$ cat src/rtl/instr_sequencer.sv
// Program sequencer: a small writable {opcode, operand} memory stepped by a program
// counter, issuing one opcode per instruction slot in free-run or single-step mode.
module instr_sequencer #(
  parameter int AW = 4,
  parameter int DW = 8
) (
  input  logic          clk,
  input  logic          reset,
  input  logic          prog_we,
  input  logic [AW-1:0] prog_addr,
  input  logic [DW+2:0] prog_wdata,
  input  logic          start,
  input  logic          step_mode,
  input  logic          step,
  output logic [2:0]    Opcode,
  output logic [DW-1:0] operand,
  output logic          issue,
  output logic [AW-1:0] pc,
  output logic          busy,
  output logic          halted
);

  typedef enum logic [2:0] {
    S_IDLE,
    S_FETCH,
    S_ISSUE,
    S_WAIT_STEP,
    S_HALTED
  } state_t;

  localparam logic [2:0]    OP_HALT = 3'b111;
  localparam logic [AW-1:0] PC_LAST = '1;

  state_t        state;
  logic [DW+2:0] mem [2**AW];
  logic [2:0]    ir_op;
  logic [DW+2:0] fetch_word;
  logic [2:0]    fetch_op;
  logic          prog_ok;

  // Only the real control-unit opcodes are issued; NOP, reserved and HALT are silent.
  function automatic logic is_issued(input logic [2:0] op);
    return (op >= 3'b001) && (op <= 3'b101);
  endfunction

  assign fetch_word = mem[pc];
  assign fetch_op   = fetch_word[DW+2:DW];
  assign prog_ok    = prog_we && ((state == S_IDLE) || (state == S_HALTED));

  // NOTE: program memory has no reset so it maps onto plain RAM and survives a reset.
  always_ff @(posedge clk) begin
    if (prog_ok) mem[prog_addr] <= prog_wdata;
  end

  // Outputs are loaded on the FETCH->ISSUE edge from the word being fetched, so they
  // are valid exactly for the ISSUE cycle; only the opcode is kept for ISSUE decisions.
  always_ff @(posedge clk) begin
    if (reset) begin
      state   <= S_IDLE;
      pc      <= '0;
      ir_op   <= '0;
      Opcode  <= '0;
      operand <= '0;
      issue   <= 1'b0;
    end else begin
      // NOTE: outputs default to zero every cycle; only the FETCH branch raises them.
      Opcode  <= '0;
      operand <= '0;
      issue   <= 1'b0;
      case (state)
        S_IDLE: begin
          if (start) begin
            pc    <= '0;
            state <= S_FETCH;
          end
        end
        S_FETCH: begin
          ir_op <= fetch_op;
          if (is_issued(fetch_op)) begin
            Opcode  <= fetch_op;
            operand <= fetch_word[DW-1:0];
            issue   <= 1'b1;
          end
          state <= S_ISSUE;
        end
        S_ISSUE: begin
          if (ir_op == OP_HALT) begin
            state <= S_HALTED;
          end else if (pc == PC_LAST) begin
            state <= S_HALTED;
          end else begin
            pc    <= pc + 1'b1;
            state <= step_mode ? S_WAIT_STEP : S_FETCH;
          end
        end
        S_WAIT_STEP: begin
          if (step || !step_mode) state <= S_FETCH;
        end
        S_HALTED: begin
          if (start) begin
            pc    <= '0;
            state <= S_FETCH;
          end
        end
        default: state <= S_IDLE;
      endcase
    end
  end

  assign busy   = (state == S_FETCH) || (state == S_ISSUE) || (state == S_WAIT_STEP);
  assign halted = (state == S_HALTED);

endmodule

$ cat config.mk
export PLATFORM = sky130hd
export DESIGN_NAME = instr_sequencer
export DESIGN_NICKNAME = d
export VERILOG_FILES = /design/src/rtl/instr_sequencer.sv
export SDC_FILE = /design/constraint.sdc
export NUM_CORES = 1
export LEC_CHECK = 0
export ABC_AREA = 1
export BUFFER_PORTS_ARGS = -buffer_cell sky130_fd_sc_hd__buf_2
export CAP_MARGIN = 5
export CORE_MARGIN = 2
export CORE_UTILIZATION = 63
export CTS_BUF_LIST = sky130_fd_sc_hd__clkbuf_4 sky130_fd_sc_hd__clkbuf_8
export CTS_CLUSTER_DIAMETER = 40
export DETAILED_ROUTE_END_ITERATION = 6
export MAX_ROUTING_LAYER = met4
export PLACE_DENSITY = 0.82
export RECOVER_POWER = 50
export SKIP_LAST_GASP = 1
export SYNTH_ARGS = -nofsm -noshare
export SYNTH_HDL_FRONTEND = slang
export SYNTH_SLANG_ARGS = --single-unit
$ cat constraint.sdc
create_clock -name clk -period 2 [get_ports clk]
set_input_delay 0.2 -clock clk [delete_from_list [all_inputs] [get_ports clk]]
set_output_delay 0.2 -clock clk [all_outputs]
set_load 0.02 [all_outputs]
==> results.toml, run 1 <==
[power]
power_density_mw_per_mm2 = 990.2
leakage_nw = 3.345
peakVddDrop_mv = 0.7838
total_power_mw = 9.067

[clock_tree]
cts_tree = "done"
cts_buffers = 31
postCtsSetupRepairBufs = 0
clock-sinks = 202
cts_max_level = 1
cts_buffer_depth = 3
root_buffer = "clkbuf_8"
worstSkewPairLatency_ns = 0.56
clk_pin_slew_ns = 0.06

[sta]
slew_viol_final = 0
hold_slack_ns = 0.06856
relSlewSlack_pct = 25.95
worstMarginPinSlew_ns = 1.111
post-route-min-period_ns = 1.880
finalSetupViolations = 0
grt_setup_unrepaired = "no"
clock_skew_ns = 0.01307
post-route-period-util_pct = 94.01
setup_ws_ns = 0.1198
final_hold_viol_count = 0
fmax_ghz = 0.5318

[worst_setup_path]
worstSetupPathType = "flip-flop to flip-flop"
arrival_ns = 2.15
cp-end-kind = "flip-flop"
crit_fanout = 8
cp-start-kind = "flip-flop"
crit_required_ns = 2.27

[grt]
grt_max_degree = 62
grt_pass1_wl_mm = 28.30
overflow = 0
track_usage_pct = 29.01
grt_pass1_vias = 5304
antenna_found_initial = 0

[finish]
drive_above_1_share_pct = 14.23
syn_to_final_growth_pct = 14.36
stdcell_area_mm2 = 0.009158
antenna_cells = 0
post-route-util_pct = 73.16
final.fill_count = 842
finalNetCount = 763

[yosys]
netlist_instances = 668
ys_seq_area_share_pct = 72.50
synth_cell_type_count = 28
synth_nets = 690
synth_area_per_cell_um2 = 11.99
ys_ff_latch = 202
ys_warn_count = 0
synthesis.area_mm2 = 0.008008

[detailed_routing]
routed_via_density = 5.971
firstDrtPassIters = 6
postRouteAntennaNets = 0
drc = 0
drt-wirelength-per-cell_um = 19.85
drt-total-wl_mm = 18.62
drtIter0Drc = 686
dr_total_vias = 5601

[die]
rows = 41
dieArea_mm2 = 0.01363
fp.coreArea_mm2 = 0.01252
initial_utilization_pct = 63.97
die_x_um = 116.7
die_h_um = 116.7
io-pin-count = 39

[placement]
place_ws_ns = -0.08379
io_buffer_count = 38
gp_congestion = 0.9636
dp_hpwl_mm = 12.10
place_area_mm2 = 0.008516

[job]
max_cap_viol_count = 0

[status]
status = "completed"

[hold_path]
hp-class = "input pin to flip-flop"
[where the power goes]
part           switching, mW  internal (mW)
combinational          0.656          0.272
clock                   1.46           1.96
sequential            0.0399           4.68
total                   2.16           6.91
[cell usage after synthesis]
library cell | n | area (um2)
inv_1 | 57 | 214.0
a31o_2 | 1 | 8.760
inv_2 | 2 | 7.510
nor2_1 | 123 | 461.7
xnor2_1 | 1 | 8.760
nand2_1 | 61 | 229.0
o221ai_1 | 8 | 70.07
clkbuf_1 | 13 | 48.80
nand2_2 | 3 | 18.77
dfxtp_1 | 26 | 520.5
o22ai_1 | 12 | 75.07
a21oi_1 | 5 | 25.02
nor3_2 | 1 | 10.01
nand3_1 | 39 | 195.2
nor3b_1 | 2 | 15.01
nor3_1 | 3 | 15.01
ha_1 | 1 | 12.51
buf_6 | 4 | 45.04
o211ai_1 | 27 | 202.7
o21bai_1 | 1 | 7.510
edfxtp_1 | 176 | 5285
buf_4 | 5 | 37.54
a21oi_2 | 1 | 8.760
a211oi_1 | 1 | 7.510
nand4_1 | 2 | 12.51
o21ai_0 | 80 | 400.4
buf_2 | 12 | 60.06
o21ai_1 | 1 | 5.000
[timing repair]
action                                 CTS  global route
hold buffers                             2             0
resized for setup                        1             3
setup endpoints to repair               81           127
endpoints found under the hold margin    1             0
[cell usage in the layout (no fill, tap or decap), drive strengths merged, types with 2 or more instances in the layout]
master / n
nand4: 2
clkinv: 6
o211ai: 27
o221ai: 8
a21oi: 6
clkbuf: 78
edfxtp: 176
o21ai: 81
dfxtp: 26
nand2: 64
nor2: 123
buf: 44
dlygate4sd3: 2
nor3: 4
inv: 59
nand3: 39
nor3b: 2
o22ai: 12
[cells by family (layout without fill, tap and decap cells)]
logic type,after synthesis,in the layout,share of synthesized area (%)
buffers and inverters,93,191,5.156
AOI/OAI and AO/OA,137,137,10.12
adders and majority gates,1,1,0.1562
and+or+nand+nor,234,234,11.95
xor gates and xnor gates,1,1,0.1094
DFF,202,202,72.50
[flip-flops by register name, summed over array words and instances (netlist names), named ones only]
| register | count |
|---|---|
| mem | 176 |
| operand | 8 |
| pc | 4 |
| Opcode | 3 |
| ir_op | 3 |
| state | 3 |
| issue | 1 |
[final timing paths]
path | from | end | slack, ns | depth (start not counted)
min reg2reg | ir_op[2]$_SDFFE_PP0N_ | ir_op[2]$_SDFFE_PP0N_ | 0.51 | 2
max reg2reg | state[0]$_SDFFE_PP0P_ | mem[9][2]$_DFFE_PP_ | 0.12 | 6
max | state[0]$_SDFFE_PP0P_ | mem[9][2]$_DFFE_PP_ | 0.12 | 6
min | step_mode | state[0]$_SDFFE_PP0P_ | 0.07 | 5
[worst max-delay path, stage by stage, from the launching register on]
cell and delay, ns:
dfxtp_1 0.33, nor2_2 0.21, inv_1 0.12, nor2_2 0.26, nand3_1 0.26, nor2_1 0.22, buf_4 0.20
[stage by stage]
step / setup TNS (ns) / instances
2_1_floorplan: 0 / 668
3_3_place_gp: 0 / 878
3_5_place_dp: -1.552 / 878
4_1_cts: 0 / 938
5_1_grt: 0 / 938
6_report: 0 / 938
[routing by layer]
layer | GRT usage (%) | wire (um) | vias up
met4 | 11.22 | 726 | 0
li1 | - | - | 2506
met5 | - | 0 | -
met1 | 39.12 | 7132 | 2626
met3 | 8.147 | 2326 | 58
met2 | 42.54 | 8432 | 411
[cell type report]
cell class,instances,area (um2),area share [%]
Timing Repair Buffer,74,471.7,5.151
Sequential cell,202,5807,63.41
Clock buffer,50,581.8,6.353
Tap cell,172,215.2,2.350
Multi-Input combinational cell,373,1799,19.65
Inverter,59,221.5,2.418
Clock inverter,8,61.31,0.6695
No activity file was read; power rests on OpenSTA's default activity.
==> inputs of run 2 (changes only) <==
--- a/config.mk
+++ b/config.mk
@@ -14,7 +14,7 @@
 export CTS_CLUSTER_DIAMETER = 40
 export DETAILED_ROUTE_END_ITERATION = 6
 export MAX_ROUTING_LAYER = met4
-export PLACE_DENSITY = 0.82
+export PLACE_DENSITY_LB_ADDON = 0.1
 export RECOVER_POWER = 50
 export SKIP_LAST_GASP = 1
 export SYNTH_ARGS = -nofsm -noshare
==> run 2 against run 1 <==
Critical path depth is 1 higher; total power grew 0.80%; largest cell class unchanged; highest routed layer unchanged; routed wire length increased by 1.9%; register-to-register slack about the same; sequential power is essentially flat; fmax shrank 0.43%.
==> results.toml, run 2 (synthesis gave the netlist of run 1 again) <==
[detailed_routing]
drt-total-wl_mm = 18.97
drtIter0Drc = 969
drc = 0
drt-wirelength-per-cell_um = 20.22
dr_total_vias = 5463
postRouteAntennaNets = 0
firstDrtPassIters = 5
routed_via_density = 5.824

[die]
dieArea_mm2 = 0.01363
die_h_um = 116.7
rows = 41
die_x_um = 116.7
io-pin-count = 39
fp.coreArea_mm2 = 0.01252
initial_utilization_pct = 63.97

[grt]
grt_pass1_wl_mm = 28.72
antenna_found_initial = 0
grt_pass1_vias = 5113
grt_max_degree = 57
track_usage_pct = 30.05
overflow = 0

[clock_tree]
cts_buffer_depth = 3
postCtsSetupRepairBufs = 0
worstSkewPairLatency_ns = 0.51
cts_max_level = 2
cts_tree = "done"
root_buffer = "clkbuf_8"
cts_buffers = 34
clock-sinks = 202
clk_pin_slew_ns = 0.06

[job]
max_cap_viol_count = 0

[finish]
syn_to_final_growth_pct = 14.81
finalNetCount = 768
antenna_cells = 0
top_register = "mem"
reg_top3 = "mem x176, operand x8, pc x4"
drive_above_1_share_pct = 13.71
final_common_cell = "edfxtp_1"
mostFrequentLayoutCells = "edfxtp_1 (176), nor2_1 (122), o21ai_0 (80), nand2_1 (61), inv_1 (57)"
largest_reg_flops = 176
fin_cells = 938

[worst_setup_path]
cp_slowest_cell = "dfxtp_1"
crit_top_cell = "nor2_1"
crit_fanout = 11
crit_family = "simple AND/OR/NAND/NOR gates"
cp-start-kind = "flip-flop"
path_cells = "nor2_1, inv_1, nor2_1, buf_4, nand3_1, nor2_1, buf_4"
arrival_ns = 2.09
cp-end-kind = "flip-flop"
crit_required_ns = 2.21
max_stage_delay_ns = 0.34
crit_buf_inv = 3
worstSetupPathType = "flip-flop to flip-flop"

[placement]
place_ws_ns = 0.1184
place_inst = 880
dp_hpwl_mm = 12.23
gp_congestion = 0.8895
io_buffer_count = 38

[sta]
clock_skew_ns = 0.01440
relSlewSlack_pct = 25.55
slew_viol_final = 0
post-route-min-period_ns = 1.888
hold_slack_ns = 0.08197
final_hold_viol_count = 0
finalSetupViolations = 0
post-route-period-util_pct = 94.42
setup_ws_ns = 0.1116
final.setup.tns_ns = 0
worstMarginPinSlew_ns = 1.117
grt_setup_unrepaired = "no"
fmax_ghz = 0.5296

[hold_path]
hp-class = "input pin to flip-flop"

[power]
power_density_mw_per_mm2 = 994.1
peakVddDrop_mv = 0.6383
leakage_nw = 3.365

[status]
status = "completed"
-- run 2: metal layers --
layer	global-route usage [%]	up-vias	routed length, um
met5	-	-	0
met4	12.39	0	667
met3	5.345	48	1843
met2	42.66	303	8544
met1	43.60	2595	7916
li1	-	2517	-
-- run 2: layout make-up --
type / instances / area, um2
flip-flops and latches: 202 / 5807
well taps: 172 / 215.2
inverters: 59 / 224.0
multi-input cells: 373 / 1792
repair buffers: 76 / 511.7
clock buffers: 44 / 568.0
fillers: 890 / 3323
clock inverters: 12 / 76.32
-- run 2: through the flow --
step	util (%)	instance area (um2)	total power [mW]
2_1_floorplan	-	8008	5.349
6_report	73.45	9194	9.140
3_3_place_gp	68.35	8556	5.707
5_1_grt	73.45	9194	9.506
4_1_cts	73.66	9220	9.175
3_5_place_dp	68.35	8556	5.718
-- run 2: repair_timing --
item / 4_1_cts / 5_1_grt
endpoints found under the setup margin: 0 / 10
endpoints found under the hold margin: 1 / 0
hold buffers: 2 / 0
gates resized for setup: 0 / 4
-- run 2: path summary, 6_finish.rpt --
kind	end	slack, ns	cells after the start	start
setup / recovery	mem[2][6]$_DFFE_PP_	0.11	7	state[1]$_SDFFE_PP0P_
hold / removal	state[0]$_SDFFE_PP0P_	0.08	5	step_mode
setup reg to reg	mem[2][6]$_DFFE_PP_	0.11	7	state[1]$_SDFFE_PP0P_
hold reg to reg	ir_op[2]$_SDFFE_PP0N_	0.50	2	ir_op[2]$_SDFFE_PP0N_
-- run 2: power breakdown --
group	total [mW]	internal (mW)	switching, mW
sequential	4.72	4.68	0.0415
clock	3.49	1.97	1.53
combinational	0.928	0.283	0.645
total	9.14	6.93	2.21
-- run 2: worst min-delay path, stage by stage --
cell and delay [ns]:
buf_2 0.10, inv_1 0.06, nor3_1 0.06, inv_1 0.06, a21oi_1 0.07
